`config.mk`:
```
export PLATFORM = sky130hd
export DESIGN_NAME = hazard_stall_ctrl
export DESIGN_NICKNAME = d
export VERILOG_FILES = /design/src/rtl/hazard_stall_ctrl.sv
export SDC_FILE = /design/constraint.sdc
export NUM_CORES = 1
export LEC_CHECK = 0
export CAP_MARGIN = 30
export CELL_PAD_IN_SITES_DETAIL_PLACEMENT = 1
export CELL_PAD_IN_SITES_GLOBAL_PLACEMENT = 2
export CORE_MARGIN = 1
export CORE_UTILIZATION = 31
export CTS_CLUSTER_DIAMETER = 50
export DETAILED_ROUTE_END_ITERATION = 6
export PLACE_DENSITY_LB_ADDON = 0.1
export SLEW_MARGIN = 40
export SYNTH_ARGS = -nofsm -noshare
export SYNTH_HDL_FRONTEND = slang
export SYNTH_SLANG_ARGS = --single-unit
```
`constraint.sdc`:
```
create_clock -name clk -period 4.74 [get_ports clk]
set_input_delay 0.948 -clock clk [delete_from_list [all_inputs] [get_ports clk]]
set_output_delay 0.948 -clock clk [all_outputs]
set_load 0.03 [all_outputs]
```
`src/rtl/hazard_stall_ctrl.sv`:
```
// rtl/hazard_stall_ctrl.sv - front-end stall/flush sequencing for a 5-stage MIPS pipeline
// Resolves load-use, taken-branch, mult/div occupancy and fetch-wait into pipeline register controls.
module hazard_stall_ctrl #(
    parameter int unsigned MD_LATENCY = 32,
    parameter int unsigned CNT_W      = 32
) (
    input  logic             clk,
    input  logic             rst,
    input  logic [4:0]       ID_rs,
    input  logic [4:0]       ID_rt,
    input  logic             ID_uses_rt,
    input  logic             EX_MemRead,
    input  logic [4:0]       EX_rt,
    input  logic             EX_branch_taken,
    input  logic             EX_md_start,
    input  logic             imem_ready,
    output logic             pc_en,
    output logic             if_id_en,
    output logic             if_id_flush,
    output logic             id_ex_flush,
    output logic             ex_hold,
    output logic             md_busy,
    output logic [CNT_W-1:0] stall_cnt,
    output logic [CNT_W-1:0] flush_cnt
);

    typedef enum logic {
        RUN     = 1'b0,
        MD_WAIT = 1'b1
    } state_t;

    // The start cycle counts toward occupancy, and md_cnt==0 is itself a wait cycle.
    localparam logic [7:0]       MD_RELOAD = 8'(MD_LATENCY - 2);
    localparam logic [CNT_W-1:0] CNT_MAX   = '1;
    localparam logic [CNT_W-1:0] CNT_ONE   = CNT_W'(1);

    state_t           state_q, state_d;
    logic [7:0]       md_cnt_q, md_cnt_d;
    logic [CNT_W-1:0] stall_cnt_q, stall_cnt_d;
    logic [CNT_W-1:0] flush_cnt_q, flush_cnt_d;

    logic load_use;
    logic stall_inc;
    logic flush_inc;
    logic pc_en_c, if_id_en_c, if_id_flush_c, id_ex_flush_c, ex_hold_c, md_busy_c;

    assign load_use = EX_MemRead && (EX_rt != 5'd0) &&
                      ((EX_rt == ID_rs) || (ID_uses_rt && (EX_rt == ID_rt)));

    always_comb begin
        state_d       = state_q;
        md_cnt_d      = md_cnt_q;
        stall_inc     = 1'b0;
        flush_inc     = 1'b0;
        pc_en_c       = 1'b0;
        if_id_en_c    = 1'b0;
        if_id_flush_c = 1'b0;
        id_ex_flush_c = 1'b0;
        ex_hold_c     = 1'b0;
        md_busy_c     = 1'b0;

        if (!rst) begin
            case (state_q)
                RUN: begin
                    if (EX_branch_taken) begin
                        pc_en_c       = 1'b1;
                        if_id_en_c    = 1'b1;
                        if_id_flush_c = 1'b1;
                        id_ex_flush_c = 1'b1;
                        flush_inc     = 1'b1;
                    end else if (EX_md_start) begin
                        ex_hold_c = 1'b1;
                        md_busy_c = 1'b1;
                        stall_inc = 1'b1;
                        md_cnt_d  = MD_RELOAD;
                        state_d   = MD_WAIT;
                    end else if (load_use) begin
                        id_ex_flush_c = 1'b1;
                        stall_inc     = 1'b1;
                    end else if (!imem_ready) begin
                        if_id_en_c    = 1'b1;
                        if_id_flush_c = 1'b1;
                        stall_inc     = 1'b1;
                    end else begin
                        pc_en_c    = 1'b1;
                        if_id_en_c = 1'b1;
                    end
                end
                MD_WAIT: begin
                    ex_hold_c = 1'b1;
                    md_busy_c = 1'b1;
                    stall_inc = 1'b1;
                    if (md_cnt_q == 8'd0) begin
                        state_d = RUN;
                    end else begin
                        md_cnt_d = md_cnt_q - 8'd1;
                    end
                end
                default: state_d = RUN;
            endcase
        end

        stall_cnt_d = (stall_inc && (stall_cnt_q != CNT_MAX)) ? stall_cnt_q + CNT_ONE : stall_cnt_q;
        flush_cnt_d = (flush_inc && (flush_cnt_q != CNT_MAX)) ? flush_cnt_q + CNT_ONE : flush_cnt_q;
    end

    always_ff @(posedge clk) begin
        if (rst) begin
            state_q     <= RUN;
            md_cnt_q    <= 8'd0;
            stall_cnt_q <= '0;
            flush_cnt_q <= '0;
        end else begin
            state_q     <= state_d;
            md_cnt_q    <= md_cnt_d;
            stall_cnt_q <= stall_cnt_d;
            flush_cnt_q <= flush_cnt_d;
        end
    end

    assign pc_en       = pc_en_c;
    assign if_id_en    = if_id_en_c;
    assign if_id_flush = if_id_flush_c;
    assign id_ex_flush = id_ex_flush_c;
    assign ex_hold     = ex_hold_c;
    assign md_busy     = md_busy_c;
    assign stall_cnt   = stall_cnt_q;
    assign flush_cnt   = flush_cnt_q;

endmodule

```
==> summary.md <==
| Metric | Value |
|---|---|
| Post-CTS Setup Bufs | 0 |
| Final Max Tran Viols | 0 |
| Netlist Area Pre-Place | 3862 um2 |
| Final Skew | 0.007506 ns |
| Share of Yosys cell area claimed by the top area cell type | 37.84% |
| Dominant synthesized flop cell | dfxtp_1 |
| First-pass GRT wire length | 17860 um |
| Final min period | 4.333 ns |
| Worst path slowest cell | clkdlybuf4s50_1 |
| Worst path required time | 3.79 ns |
| Leakage | 0.001756 uW |
| Worst reg-to-reg setup slack | 2.34 ns |
| CP max stage delay | 0.69 ns |
| Run status | finished clean |
| Hold Crit Class | reg -> reg |
| Synth top area cells | dfxtp_1, nor2_1, xnor2_1, xor2_1, a21oi_1 |
| Hold Path End | flush_cnt[4]$_SDFFE_PP0P_ |
| Core Area | 12060 um2 |
| Largest net degree at the start of global routing | 47 |
| TNS Setup | 0 ns |
| Netlist cell types | 57 |
| H-Tree Depth | 3 |
| Syn Inst Count | 457 |
| GPL Wtd Cong | 0.7273 |
| Top post-synthesis cells by count | dfxtp_1, nor2_1, nand2_1 |
| EDFF count, synth | 0 |
| Fmax | 230.8 MHz |
| Die width | 113.6 um |
| CP Data Arrival Time | 3.38 ns |
| Reg2reg path depth | 7 |
| Pwr/cell area | 281.5 nW/um2 |
| Chip height | 113.6 um |
| Final ANT Viol Nets | 0 |
| Vias in the first global route | 3570 |
| Ys async rst share | 0% |
| Drt first pass iters | 4 |
| Cell Rows | 40 |
| Worst path top cell family by delay | buffers and inverters |
| DP HPWL | 7748 um |
| Post-CTS Resized | 0 |
| Flops & latches, synth | 73 |
| Crit start category | primary input |
| First DRT Iteration DRCs | 147 |
| Port bufs | 91 |
| # nets final | 569 |
| Most frequent cell after synthesis | dfxtp_1 |
| Buffers plus inverters on the worst setup path | 3 |
| Post-Syn Nets | 483 |
| Number of CTS-inserted buffers | 9 |
| Vias per cell | 5.162 |
| Antenna diodes | 0 |
| CP endpoint kind | output port |
| Register area share after synthesis | 37.84% |
| Post-synth top area cell | dfxtp_1 |
| Hold Crit Start | flush_cnt[4]$_SDFFE_PP0P_ |
| GRT Residual Overflow | 0 |
| RSZ-0062 raised after global routing | no |
| Yosys Warn Count | 0 |
| # DRC | 0 |
| Fill cells | 1421 |
| Final Hold Fails | 0 |
| CP Max Fanout | 3 |
| Worst hold stages | 1 |
| Max-cap violations | 0 |
| Worst-path clk slew | 0.05 ns |
| Avg Inst Size Synth | 8.452 um2 |
| P&R area growth vs syn | 35.44% |
| Max-slew headroom | 48.82% |
| Cts hold-fix bufs | 0 |
| Worst VDD drop | 0.0001283 V |
| Reg-to-reg endpoint | stall_cnt[28]$_SDFFE_PP0P_ |
| Worst-Margin Slew | 0.7571 ns |
| I/O pins | 92 |
| TritonCTS clock tree | yes |
| Ratio of cells with drive above 1 in the final layout | 7.678% |
| Final period util | 91.41% |
| CP Cell Sequence | clkdlybuf4s50_1 > or4_1 > o21ai_0 > inv_1 > a21oi_1 > o211ai_1 > a21oi_1 > clkdlybuf4s50_1 |
| Vias | 3691 |
| Clock network latency to the later pin of the worst-skew pair | 0.34 ns |
| Die area | 12910 um2 |
| Initial antenna violation count | 0 |
| FF-to-FF Start | stall_cnt[0]$_SDFFE_PP0P_ |
| Worst-case clock buffer depth | 2 |
| Total Routing Usage GR | 17.48% |
| CTS Sinks | 73 |
| Drt total wl | 10710 um |
| Root buffer cell | clkbuf_16 |
| Drt wl/cell | 14.98 um |
| Setup-failing EPs final | 0 |
| Initial Utilization | 32.02% |
| Worst hold slack | 0.4869 ns |
| Kind of critical path | in -> out |
==> worst max path at each step <==
| stage | from | end | slack, ns | depth (start not counted) |
|---|---|---|---|---|
| 6_report | EX_rt[1] | if_id_flush | 0.41 | 8 |
| 5_1_grt | EX_rt[1] | if_id_flush | 0.22 | 8 |
| 4_1_cts | EX_rt[1] | if_id_flush | 0.38 | 8 |
| 3_5_place_dp | EX_rt[1] | if_id_flush | 0.40 | 8 |
| 3_3_place_gp | EX_rt[1] | if_id_flush | 0.43 | 8 |
| 2_1_floorplan | EX_rt[1] | if_id_flush | 1.34 | 6 |
==> worst register-to-register path, cell delays in order (launching register included) <==
cell	delay, ns
dfxtp_1	0.41
ha_1	0.21
inv_1	0.10
nor4_4	0.58
and4_1	0.32
buf_4	0.27
nor4_1	0.09
mux2_1	0.31
==> flip-flops by register name (all words and copies together) (netlist names) <==
| name | flops |
|---|---|
| stall_cnt | 32 |
| flush_cnt | 32 |
| md_cnt_q | 8 |
| state_q | 1 |
==> power breakdown <==
| part | total (uW) | internal, uW | leakage (uW) | switching [uW] |
|---|---|---|---|---|
| Clock | 691 | 432 | 0.000148 | 259 |
| Combinational | 143 | 60.8 | 0.00102 | 81.7 |
| Sequential | 639 | 625 | 0.000590 | 14.2 |
==> cells in the final DEF, fill, tap and decap left out, types with 3 or more instances in the layout <==
master	instances
a21oi_1	30
a31oi_1	3
and2_1	3
and3_1	6
buf_4	4
clkbuf_16	9
clkdlybuf4s50_1	90
dfxtp_1	73
ha_1	4
inv_1	13
mux2i_1	4
nand2_1	35
nand3_1	26
nand4_1	21
nor2_1	46
nor2b_1	3
nor3_1	13
nor4_1	8
nor4_4	3
o21a_1	6
o21ai_0	15
o311ai_0	5
o31a_1	4
o31ai_1	8
o41ai_1	6
or2_2	5
or3_1	12
or4_1	12
xnor2_1	19
xor2_1	18
==> cell families after synthesis <==
| family | share of synthesized area (%) |
|---|---|
| AO/OA/AOI/OAI | 14.61 |
| XOR/XNOR | 8.390 |
| adder cells (fa/ha/maj) | 1.296 |
| buffers and inverters | 4.082 |
| flip-flops | 37.84 |
| multiplexers | 1.911 |
| AND/OR/NAND/NOR | 31.88 |
==> metal layers <==
| layer | track usage (%) | vias to the layer above | wire, um |
|---|---|---|---|
| met5 | 0 | - | 0 |
| met4 | 5.789 | 0 | 103 |
| met3 | 5.420 | 6 | 523 |
| met2 | 27.03 | 66 | 4872 |
| met1 | 23.04 | 1755 | 5211 |
| li1 | - | 1864 | - |
==> through the flow <==
| step | instance area [um2] | worst slack [ns] | power (uW) | util, % | std cells |
|---|---|---|---|---|---|
| CTS | 5211 | 0.3842 | 1498 | 43.21 | 714 |
| global placement | 4915 | 0.4292 | 790.6 | 40.75 | 699 |
| floorplan | 3862 | 1.337 | 735.7 | - | 457 |
| finish | 5231 | 0.4071 | 1473 | 43.37 | 715 |
| global route | 5231 | 0.2229 | 1540 | 43.37 | 715 |
| detailed placement | 4915 | 0.3980 | 794.6 | 40.75 | 699 |
==> cell type report <==
class	instances	area [um2]	share of cell area, %
Inverter	14	52.55	1.005
Timing Repair Buffer	96	950.9	18.18
Multi-Input combinational cell	349	2260	43.20
Tap cell	168	210.2	4.018
Sequential cell	73	1461	27.94
Clock inverter	3	40.04	0.7654
Clock buffer	12	256.5	4.903
No activity file was read; power rests on OpenSTA's default activity.
